**config.mk**
```make
export PLATFORM = sky130hd
export DESIGN_NAME = ram_controller
export DESIGN_NICKNAME = d
export VERILOG_FILES = /design/src/rtl/ram_controller.sv
export SDC_FILE = /design/constraint.sdc
export NUM_CORES = 1
export LEC_CHECK = 0
export ABC_AREA = 1
export ABC_CLOCK_PERIOD_IN_PS = 1150
export BUFFER_PORTS_ARGS = -buffer_cell sky130_fd_sc_hd__buf_2
export CAP_MARGIN = 20
export CORE_MARGIN = 2
export CORE_UTILIZATION = 46
export CTS_BUF_LIST = sky130_fd_sc_hd__clkbuf_4
export CTS_CLUSTER_DIAMETER = 150
export CTS_CLUSTER_SIZE = 25
export DETAILED_ROUTE_END_ITERATION = 8
export PLACE_DENSITY = 0.83
export SLEW_MARGIN = 20
export SYNTH_ARGS = -nofsm -noshare
export SYNTH_HDL_FRONTEND = slang
export SYNTH_SLANG_ARGS = --single-unit
```
**constraint.sdc**
```tcl
create_clock -name CLK -period 1.15 [get_ports CLK]
set_input_delay 0.23 -clock CLK [delete_from_list [all_inputs] [get_ports CLK]]
set_output_delay 0.23 -clock CLK [all_outputs]
set_load 0.1 [all_outputs]
```
**src/rtl/ram_controller.sv**
```systemverilog
// ram_controller: word-level read/write/write-verify initiator for a ROWS x DATA_W bit-cell RAM array
// Ports: CLK/RST (sync active-high) | REQ, WE, VERIFY, ADDR, WDATA request side, READY/DONE handshake,
//        RDATA/MISMATCH results | SEL (one-hot row), READ (1=read, 0=write), MEM_IN to cells, MEM_OUT from cells
module ram_controller #(
    parameter int ADDR_W = 2,
    parameter int DATA_W = 4,
    parameter int ROWS   = 2 ** ADDR_W
) (
    input  logic              CLK,
    input  logic              RST,
    input  logic              REQ,
    input  logic              WE,
    input  logic              VERIFY,
    input  logic [ADDR_W-1:0] ADDR,
    input  logic [DATA_W-1:0] WDATA,
    output logic              READY,
    output logic              DONE,
    output logic [DATA_W-1:0] RDATA,
    output logic              MISMATCH,
    output logic [ROWS-1:0]   SEL,
    output logic              READ,
    output logic [DATA_W-1:0] MEM_IN,
    input  logic [DATA_W-1:0] MEM_OUT
);
    typedef enum logic [2:0] {IDLE, SETUP, ACCESS, VSETUP, VACCESS} state_t;
    state_t            state_q;
    logic              ready_q, done_q, mism_q, read_q, we_q, vfy_q;
    logic [DATA_W-1:0] rdata_q, memin_q;
    logic [ROWS-1:0]   sel_q;
    always_ff @(posedge CLK) begin
        if (RST) begin
            state_q <= IDLE;
            ready_q <= 1'b1;
            done_q  <= 1'b0;
            rdata_q <= '0;
            mism_q  <= 1'b0;
            sel_q   <= '0;
            read_q  <= 1'b1;
            memin_q <= '0;
            we_q    <= 1'b0;
            vfy_q   <= 1'b0;
        end else begin
            done_q <= 1'b0;
            case (state_q)
                IDLE: if (REQ) begin
                    we_q    <= WE;
                    vfy_q   <= WE & VERIFY;
                    sel_q   <= ROWS'(1) << ADDR;
                    read_q  <= ~WE;
                    memin_q <= WDATA;
                    mism_q  <= 1'b0;
                    ready_q <= 1'b0;
                    state_q <= SETUP;
                end
                SETUP: state_q <= ACCESS;
                ACCESS: if (vfy_q) begin
                    // write edge just taken; flip to read on the same row for the read-back
                    read_q  <= 1'b1;
                    state_q <= VSETUP;
                end else begin
                    if (!we_q) rdata_q <= MEM_OUT;
                    sel_q   <= '0;
                    read_q  <= 1'b1;
                    done_q  <= 1'b1;
                    ready_q <= 1'b1;
                    state_q <= IDLE;
                end
                VSETUP: state_q <= VACCESS;
                VACCESS: begin
                    // memin_q still holds the latched write data
                    rdata_q <= MEM_OUT;
                    mism_q  <= MEM_OUT != memin_q;
                    sel_q   <= '0;
                    read_q  <= 1'b1;
                    done_q  <= 1'b1;
                    ready_q <= 1'b1;
                    state_q <= IDLE;
                end
                default: state_q <= IDLE;
            endcase
        end
    end
    assign READY    = ready_q;
    assign DONE     = done_q;
    assign RDATA    = rdata_q;
    assign MISMATCH = mism_q;
    assign SEL      = sel_q;
    assign READ     = read_q;
    assign MEM_IN   = memin_q;
endmodule

```
== Word level (Yosys, flattened, before mapping) ==
Cells that the tools add are included.
Operators by class
  equal/unequal tests: 8
  shift operators: 1
  multiplexer cells: 17
  bitwise operators: 2
  reduce and logical (&&, ||, !) cells: 11
Operators with widths (count)
  4-bit 2-to-1 mux: 4
  3-bit one-hot mux with 4 select lines: 1
  4-bit one-hot mux with 3 select lines: 1
  4-bit one-hot mux with 2 select lines: 1
  3-bit by 2-bit == test with 1-bit output, second input constant: 2
  2-bit != test, second input constant: 3
  1-bit one-hot mux with 2 select lines: 3
  2-bit AND reduction: 3
  3-bit AND reduction: 2
  2-bit nonzero test: 3
  1-bit 2-to-1 mux: 4
  4-bit != test: 1
  1-bit by 2-bit << shifter with 4-bit output, first input constant: 1
  3-bit by 1-bit == test with 1-bit output, second input constant: 1
  3-bit == test, second input constant: 1
  3-bit logical NOT: 1
  3-bit 2-to-1 mux: 1
  1-bit one-hot mux with 3 select lines: 1
  3-bit nonzero test: 1
  2-bit 2-to-1 mux: 1
  2-bit OR reduction: 1
  1-bit bitwise AND: 1
  1-bit inverter: 1
Word-level totals
  bits in registers: 21
  bits of input ports: 15
  output and inout port bits: 16

== Logic depth before layout (Yosys ltp) ==
  depth after elaboration: 4
  mapped depth: 7
  mapped depth without buffers: 7

== Worst setup path after synthesis ==
No wires, ideal clock.
  path type: reg-to-reg
  start: register memin_q[0] (netlist: MEM_IN[0])
  end: register mism_q (netlist: MISMATCH)
  arrival: 1.352 ns
  data required time: 1.038 ns
  path slack: -0.314 ns
  cell stages (with the launch flop): 5
  clock period less this slack: 1.464 ns
  cells stage by stage: dfxtp_1 xnor2_1 nand3_1 nor2_1 nor2_1
On the way
  cells in the longest elaborated chain, start to end: 2
RTL lines
  from (decl): RTL line 28  | logic [DATA_W-1:0] rdata_q, memin_q;
  from (signal assigned): RTL line 39  | memin_q <= '0;
  from (signal assigned): RTL line 50  | memin_q <= WDATA;
  4-bit != test: RTL line 72  | mism_q <= MEM_OUT != memin_q;
  1-bit one-hot mux with 2 select lines: RTL line 44  | case (state_q)
  to (signal assigned): RTL line 72
  to (decl): RTL line 27  | logic ready_q, done_q, mism_q, read_q, we_q, vfy_q;
Every way passes these cells.
A chain may end at the register's enable or synchronous reset.

== Worst setup path after layout ==
  start: register state_q[2]
  end: register rdata_q[2] (netlist: RDATA[2])
On the way
  cells in the longest elaborated chain, start to end: 3
  elaborated cells on any way between the ends: 7
RTL lines
  from (decl): RTL line 26  | state_t state_q;
  from (signal assigned): RTL line 32  | state_q <= IDLE;
  from (signal assigned): RTL line 53  | state_q <= SETUP;
  from (signal assigned): RTL line 55  | SETUP: state_q <= ACCESS;
  3-bit by 2-bit == test with 1-bit output or 3-bit == test (tied branches): RTL line 44
  2-bit != test (no source line) or 2-bit nonzero test (tied branches)
  3-bit AND reduction (no source line)
  to (signal assigned): RTL line 35  | rdata_q <= '0;
  to (signal assigned): RTL line 61  | if (!we_q) rdata_q <= MEM_OUT;
  to (signal assigned): RTL line 71  | rdata_q <= MEM_OUT;
  to (decl): RTL line 28
Parallel ways exist; a longest one is shown, timed or not.

==> impl_metrics.csv <==
group,metric,value,unit
synthesis,synth_cell_type_count,17,
routing,wirelength,2491,um
worst_setup_path,r2r-start,"state_q[2]",
clock_network,cts_buffer_depth,2,
routing,vias,960,
routing,wl_met2,1368,um
run_status,outcome,"complete, but fails checks",
timing,fmax,809.0,MHz
power,vdd.ir_drop.worst,1.137,mV
worst_setup_path,reg2reg_slack,-0.09,ns
timing,hold_viol_final,0,
place,gp_congestion,0.7906,
worst_setup_path,crit_start,"state_q[2]",
finish,insertedDiodeCount,0,
synthesis,syn_inst,129,
clock_network,clk_pin_slew,0.12,ns
routing,drc,0,
clock_network,cts_sinks,21,
finish,fin_util,80.01,%
worst_setup_path,r2r-end,"RDATA[2]",
finish,final_cell_mix,"25 x nand2_1, 25 x nor2_1, 16 x buf_12",
finish,fillerInstances,118,
worst_setup_path,cp_max_fo,6,
timing,rsz0062_at_grt,"yes",
timing,fin_crit,1.236,ns
routing,wl_per_cell,12.77,um
run_status,violations,"setup timing",
timing,final_critical_path_setup_slack,-0.08607,ns
worst_setup_path,timing_worst_setup_path_type,"flip-flop to flip-flop",
die,start_util,47.85,%
clock_network,htree_levels,1,
clock_network,worstSkewPairLatency,0.32,ns
clock_network,cts_tree,"done",
clock_network,cts_root_buf,"clkbuf_4",
timing,relSlewSlack,77.10,%
die,die_h,48.71,um
place,port_buffers,30,
synthesis,avgSynthCellArea,7.129,um2
global_routing,grt_max_degree,13,
timing,setup_viol_count_final,13,
die,io_pins,31,
die,core-area,1922,um2
die,die_w,48.71,um
timing,layout_worst_path_cycle_share,107.5,%
finish,area_delta_synth_final,67.21,%
synthesis,syn_area,919.6,um2
worst_setup_path,critical_path_arrival,1.45,ns
synthesis,ys_ff_latch,21,
flow_run,cap_violations,0,
worst_setup_path,required,1.37,ns
power,power_density,1474,nW/um2
routing,vias_per_cell,4.923,
timing,fin_skew,0.008609,ns
routing,drt_iter0_drc,26,
global_routing,grt_pass1_vias,885,
worst_setup_path,rr_worst_depth,6,
worst_hold_path,holdCritPathClass,"input pin to flip-flop",
routing,drt-met1-wl,947,um
power,power.leakage,0.6895,nW
finish,nNetsFinal,184,
clock_network,cts_buffers,3,
global_routing,grt_antenna_before_repair,0,
die,rows,16,
timing,slew_viol_final,0,
worst_setup_path,startpoint_type,"flip-flop",
synthesis,yosysSeqAreaShare,45.71,%
worst_setup_path,end_kind,"flip-flop",
synthesis,synth_warnings,0,
timing,whs,0.1362,ns
synthesis,syn_nets,144,
global_routing,grt_usage,20.77,%
timing,worstMarginPinSlew,0.3431,ns
worst_setup_path,crit_end,"RDATA[2]",
global_routing,grt_pass1_wl,3788,um
routing,wl_met3,127,um
global_routing,grt_overflow,0,
place,dp_hpwl,1692,um
routing,route.antenna.remaining_nets,0,
finish,layout-drive-gt1-share,48.21,%
routing,firstDrtPassIters,4,
die,dieArea,2373,um2
routing,route.top_layer_used,"met4",
## cell usage after synthesis
master | number | area share [%]
nand2_1 | 31 | 13
nor2_1 | 25 | 10
dfxtp_1 | 21 | 46
inv_1 | 13 | 5.3
a21oi_1 | 8 | 4.4
nand3_1 | 7 | 3.8
o21ai_0 | 4 | 2.2
xnor2_1 | 4 | 3.8
inv_2 | 3 | 1.2
nand2_2 | 3 | 2.0
clkbuf_1 | 2 | 0.82
nand3_2 | 2 | 2.2
o21ai_1 | 2 | 1.1
nand3_4 | 1 | 1.9
nor2_4 | 1 | 1.2
nor4_1 | 1 | 0.68
o211ai_1 | 1 | 0.82
## timing repair
item                                    CTS  global route
buffers inserted                          0             4
endpoints found under the setup margin   13            18
hold endpoints to repair                  0             0
resized for setup                         7            25
hold buffers                              0             0
pin swaps                                 1             6
## critical path: stages (launching register included)
cell and delay [ns]:
dfxtp_4 0.39, nor2_4 0.22, nand2_2 0.13, nand2_4 0.11
nand2_4 0.08, o21ai_1 0.15, nor2_1 0.06
## cells by family (layout without fill, tap and decap cells)
kind of cell              after synthesis  after routing  share of synthesized area [%]
DFF                                    21             21                          45.71
buffers and inverters                  18             57                          7.348
xor gates and xnor gates                4              4                          3.809
and+or+nand+nor                        71             71                          34.69
AOI/OAI and AO/OA                      15             15                          8.436
## routing by layer
metal	vias to the layer above	global-route usage (%)
met1	431	22.66
met4	0	10.00
met5	-	0
met2	46	39.04
met3	6	2.778
li1	477	-
## state kept, by name (all words and copies together), names as in the netlist
name / count
RDATA: 4
READY: 1
MEM_IN: 4
SEL: 4
MISMATCH: 1
state_q: 3
DONE: 1
READ: 1
we_q: 1
vfy_q: 1
## how the worst min path moves through the flow
stage               startpoint   endpoint  slack (ns)  cells past startpoint
global route          WDATA[2]  MEM_IN[2]        0.15                      3
finish                WDATA[2]  MEM_IN[2]        0.14                      3
global placement          we_q       we_q        0.45                      2
detailed placement        we_q       we_q        0.48                      2
floorplan             WDATA[0]  MEM_IN[0]        0.37                      2
CTS                   WDATA[2]  MEM_IN[2]        0.14                      3
## report_power, final
group          total, mW  switching [mW]  internal [mW]  leakage (nW)
logic               1.01           0.648          0.364         0.494
registers          0.886          0.0807          0.806         0.178
clock network      0.368           0.238          0.130        0.0177
## cell type report
cell class                      count  area [um2]  area share (%)
Clock buffer                        3       22.52           1.465
Multi-Input combinational cell     90       511.7           33.28
Tap cell                           27       33.78           2.197
Inverter                           16       67.56           4.394
Sequential cell                    21       446.7           29.05
Timing Repair Buffer               37       450.4           29.29
Clock inverter                      1       5.005          0.3255
## through the flow
stage                      TNS [ns]  total power [mW]  instance area, um2  instances  worst slack [ns]
after global placement            0             1.805                1378        187           0.01633
after CTS                 -0.009727             2.199                1420        191         -0.006046
after floorplan                   0             1.482               938.4        129           0.01060
after global routing         -1.885             2.346                1538        195           -0.1674
final                       -0.4029             2.267                1538        195          -0.08607
after detailed placement    -0.3873             1.828                1378        187          -0.06252
No activity file was read; power rests on OpenSTA's default activity.
